<file path="config.mk">
export PLATFORM = sky130hd
export DESIGN_NAME = deserializer
export DESIGN_NICKNAME = d
export VERILOG_FILES = /design/src/rtl/uart_pkg.sv /design/src/rtl/deserializer.sv
export SDC_FILE = /design/constraint.sdc
export NUM_CORES = 1
export LEC_CHECK = 0
export ABC_CLOCK_PERIOD_IN_PS = 1400
export CORE_AREA = 2 2 39 41
export CTS_BUF_LIST = sky130_fd_sc_hd__clkbuf_8 sky130_fd_sc_hd__clkbuf_16
export CTS_CLUSTER_DIAMETER = 120
export DETAILED_ROUTE_END_ITERATION = 10
export DIE_AREA = 0 0 41 43
export PLACE_DENSITY = 0.66
export SLEW_MARGIN = 25
export SYNTH_ARGS = -nofsm -noshare
export SYNTH_HDL_FRONTEND = slang
export SYNTH_SLANG_ARGS = --single-unit
export TNS_END_PERCENT = 30
</file>
<file path="constraint.sdc">
create_clock -name clk -period 1.4 [get_ports clk]
set_clock_uncertainty 0.05 [all_clocks]
set_input_delay 0.42 -clock clk [delete_from_list [all_inputs] [get_ports clk]]
set_output_delay 0.42 -clock clk [all_outputs]
set_load 0.03 [all_outputs]
</file>
<file path="src/rtl/uart_pkg.sv">
// Shared UART receive-path definitions: default data width and counter-width helper.
package uart_pkg;

  localparam int UART_DATA_WIDTH = 8;

  // Counter must hold 0..width-1; never let it collapse to zero bits.
  function automatic int cnt_width(input int width);
    if (width <= 2) begin
      return 1;
    end else begin
      return $clog2(width);
    end
  endfunction

  // Even parity of a word, for consumers that append a parity check.
  function automatic logic even_parity(input logic [15:0] word);
    return ^word;
  endfunction

endpackage

</file>
<file path="src/rtl/deserializer.sv">
// UART RX serial-to-parallel converter; one shift per deser_en strobe, done pulse per word.
// Optional build macro: DESER_MSB_FIRST_EN reverses the shift direction (first bit lands in the MSB).
module deserializer
  import uart_pkg::*;
#(
  parameter int DATA_WIDTH = UART_DATA_WIDTH
) (
  input  logic                  clk,
  input  logic                  rst,
  input  logic                  sampled_bit,
  input  logic                  deser_en,
  output logic [DATA_WIDTH-1:0] p_data,
  output logic                  deser_done
);

  localparam int CNT_W = cnt_width(DATA_WIDTH);
  localparam logic [CNT_W-1:0] LAST_CNT = CNT_W'(DATA_WIDTH - 1);
  localparam logic [CNT_W-1:0] CNT_ONE  = CNT_W'(1);

  logic [CNT_W-1:0]      cnt_r;
  logic [CNT_W-1:0]      cnt_s;
  logic [DATA_WIDTH-1:0] data_s;
  logic                  done_s;

  // Next-state: shift and count on each strobe, flag the completing shift.
  always_comb begin
    data_s = p_data;
    cnt_s  = cnt_r;
    done_s = 1'b0;
    if (deser_en) begin
`ifdef DESER_MSB_FIRST_EN
      data_s = {p_data[DATA_WIDTH-2:0], sampled_bit};
`else
      data_s = {sampled_bit, p_data[DATA_WIDTH-1:1]};
`endif
      if (cnt_r == LAST_CNT) begin
        cnt_s  = {CNT_W{1'b0}};
        done_s = 1'b1;
      end else begin
        cnt_s  = cnt_r + CNT_ONE;
        done_s = 1'b0;
      end
    end else begin
      data_s = p_data;
      cnt_s  = cnt_r;
      done_s = 1'b0;
    end
  end

  // State register; reset wins over a simultaneous strobe and drops any partial word.
  always_ff @(posedge clk) begin
    if (rst) begin
      p_data     <= {DATA_WIDTH{1'b0}};
      cnt_r      <= {CNT_W{1'b0}};
      deser_done <= 1'b0;
    end else begin
      p_data     <= data_s;
      cnt_r      <= cnt_s;
      deser_done <= done_s;
    end
  end

endmodule

</file>
==> metrics.md <==
| Metric | Value |
|---|---|
| Status | `finished clean` |
| Average wire per standard cell | `10.82 um` |
| Comb power frac | `8.7%` |
| Initial antenna violation count | `0` |
| Final hold vios | `0` |
| Seq/Total Area, Yosys | `54.39%` |
| Setup Buffers After CTS | `0` |
| Clock Latency Late Sink | `240 ps` |
| XOR/XNOR share of the synthesized area | `0%` |
| CP Capture Type | `flip-flop` |
| First-pass GRT wire length | `1331 um` |
| Drt first pass iters | `3` |
| Startpoint types | `input pin` |
| FF+latch area | `240.2 um2` |
| Layout cells sized above 1 | `29.31%` |
| Drt total wl | `801 um` |
| Pins Over Slew Limit | `0` |
| Final min period | `1307 ps` |
| Die ar. | `0.001763 mm2` |
| Dpl cells | `71` |
| Vias per cell | `4.514` |
| Yosys cell types | `10` |
| Post-Synth Simple-Gate Area | `13.60%` |
| Max Clock Freq | `765.3 MHz` |
| Die X | `41 um` |
| Largest net degree at the start of global routing | `9` |
| CP Max Fanout | `3` |
| Internal power | `0.5732 mW` |
| Worst reg2reg path depth | `4` |
| PD cells | `1154 mW/mm2` |
| Slew HR | `89.16%` |
| # H-tree levels | `1` |
| Area grow syn2layout | `41.93%` |
| Largest family of logic cells by synthesized area | `multiplexers` |
| P_sw | `0.1501 mW` |
| Mean Syn Cell Area | `10.77 um2` |
| Arrival time at the worst endpoint | `1430 ps` |
| IO Port Bufs | `12` |
| Num Clock Sinks | `12` |
| #FFs+latches synth | `12` |
| Post-DRT Antenna Nets | `0` |
| Req. time, crit path | `1520 ps` |
| Critical path launch point | `deser_en` |
| Fillers | `135` |
| Post-synthesis cell count | `41` |
| Grt total ovfl | `0` |
| CTS buffer count | `3` |
| Synth Area in Compound Gates | `1.133%` |
| Initial Utilization | `31.92%` |
| Reg-to-Reg Start | `cnt_r[0]` |
| Reg clk slew, reported paths | `50 ps` |
| Leakage power total | `0.3020 nW` |
| GRT Total Usage | `12.32%` |
| Hold Path Class | `flip-flop to flip-flop` |
| Worst R2R End | `cnt_r[0]` |
| Fin nets | `66` |
| DR iter-0 viols | `3` |
| Sw Ratio | `20.75%` |
| Syn nets | `47` |
| Area of the multi-input gates | `193.9 um2` |
| Mapped Area | `441.7 um2` |
| Clock Power Share | `42.0%` |
| Critical path class | `input pin to flip-flop` |
| Boundary Pins | `13` |
| Maximum vdd drop | `397.1 uV` |
| Placement Rows | `14` |
| Count of final setup violators | `0` |
| CTS tree | `yes` |
| Post-DP HPWL | `545.8 um` |
| Post-Synth Adder-Cell Area | `5.666%` |
| Tcrit/Tclk final | `93.33%` |
| Die H | `43 um` |
| Part of the power in registers | `49.3%` |
| Synth warn | `0` |
| RSZ-0062 raised after global routing | `no` |
| Post-route insts no fill | `74` |
| Critical Path Sink | `cnt_r[0]` |
| Residual DRC | `0` |
| Final Wtd Congestion | `0.7117` |
| Pwr Total | `0.7233 mW` |
| Via count | `334` |
| Antenna cells | `0` |
| Vias in the first global route | `312` |
| Portion of netlist area occupied by mux cells | `22.66%` |
| R2r setup slk | `100 ps` |
| CTS Buffer Depth | `2` |
| Clock root buffer | `clkbuf_8` |
| Core area | `0.001384 mm2` |
| Worst slew pin tran | `159.4 ps` |
| Max Cap Viol | `0` |
worst min-delay path by stage:
stage	startpoint	depth (start not counted)	slack (ps)	endpoint
4_1_cts	cnt_r[0]	2	440	cnt_r[0]
2_1_floorplan	cnt_r[0]	2	400	cnt_r[0]
3_3_place_gp	cnt_r[0]	2	420	cnt_r[0]
3_5_place_dp	cnt_r[0]	2	430	cnt_r[0]
5_1_grt	cnt_r[0]	2	460	cnt_r[0]
6_report	cnt_r[0]	2	440	cnt_r[0]
critical path, cell delays in order:
cell             delay [ps]
clkdlybuf4s50_1         510
or3b_1                  360
a21oi_1                 140
routing by layer:
| metal | GRT usage, % | routed length [um] | vias to the layer above | part of all wire [%] |
|---|---|---|---|---|
| met4 | 14.00 | 40 | 0 | 5.0 |
| met2 | 15.31 | 364 | 10 | 45 |
| met1 | 14.10 | 352 | 147 | 44 |
| met5 | 0 | 0 | - | 0 |
| met3 | 4.712 | 43 | 5 | 5.4 |
| li1 | - | - | 172 | - |
cells by family (layout without fill, tap and decap cells):
family | after synthesis | after routing
compound gates | 1 | 1
fa+ha+maj | 2 | 2
buf+inv | 2 | 19
flops | 12 | 12
mux | 10 | 10
simple gates | 14 | 14
power by group through the flow:
stage / clock network, mW / logic (mW) / registers, mW
finish: 0.304 / 0.0631 / 0.356
global route: 0.332 / 0.0681 / 0.356
CTS: 0.314 / 0.0622 / 0.356
detailed placement: 0 / 0.0614 / 0.363
global placement: 0 / 0.0610 / 0.363
floorplan: 0 / 0.0290 / 0.369
metrics by stage:
stage               TNS (ps)  setup WS [ps]  util (%)  cell area [um2]  hold slack [ps]
floorplan                  0          160.4         -            441.7            402.0
global placement       -1034         -125.1     41.77            578.1            423.1
detailed placement     -1082         -121.8     41.77            578.1            426.1
CTS                        0          72.96     44.76            619.3            435.3
global route               0          31.17     45.30            626.9            455.9
finish                     0          93.39     45.30            626.9            437.5
registers in the layout, summed over array words and instances, names as in the netlist:
| name | count |
|---|---|
| cnt_r | 3 |
| p_data | 8 |
| deser_done | 1 |
placed cells by master (no fill, tap or decap), drive strengths merged:
| cell type | n |
|---|---|
| clkdlybuf4s50 | 3 |
| dfxtp | 12 |
| nand2 | 1 |
| buf | 13 |
| or3b | 1 |
| nor2 | 11 |
| ha | 2 |
| mux2i | 10 |
| a21oi | 1 |
| nand2b | 1 |
| clkbuf | 3 |
repair_timing:
| item | in CTS | in global routing |
|---|---|---|
| hold buffers | 0 | 0 |
| resized for setup | 0 | 2 |
| endpoints found under the hold margin | 0 | 0 |
| endpoints found under the setup margin | 0 | 1 |
layout make-up:
cell class,instances,share of cell area [%]
Clock buffer,3,6.587
Tap cell,16,3.194
Sequential cell,12,38.32
Multi-Input combinational cell,27,30.94
Timing Repair Buffer,16,20.96
cell usage after synthesis:
| cell | number | area, um2 |
|---|---|---|
| nand2b_1 | 1 | 6.260 |
| nand2_1 | 1 | 3.750 |
| nor2_1 | 11 | 41.29 |
| mux2i_1 | 10 | 100.1 |
| clkbuf_1 | 1 | 3.750 |
| or3b_1 | 1 | 8.760 |
| a21oi_1 | 1 | 5.000 |
| ha_1 | 2 | 25.02 |
| buf_4 | 1 | 7.510 |
| dfxtp_1 | 12 | 240.2 |
Power figures use the tool's default switching activity.
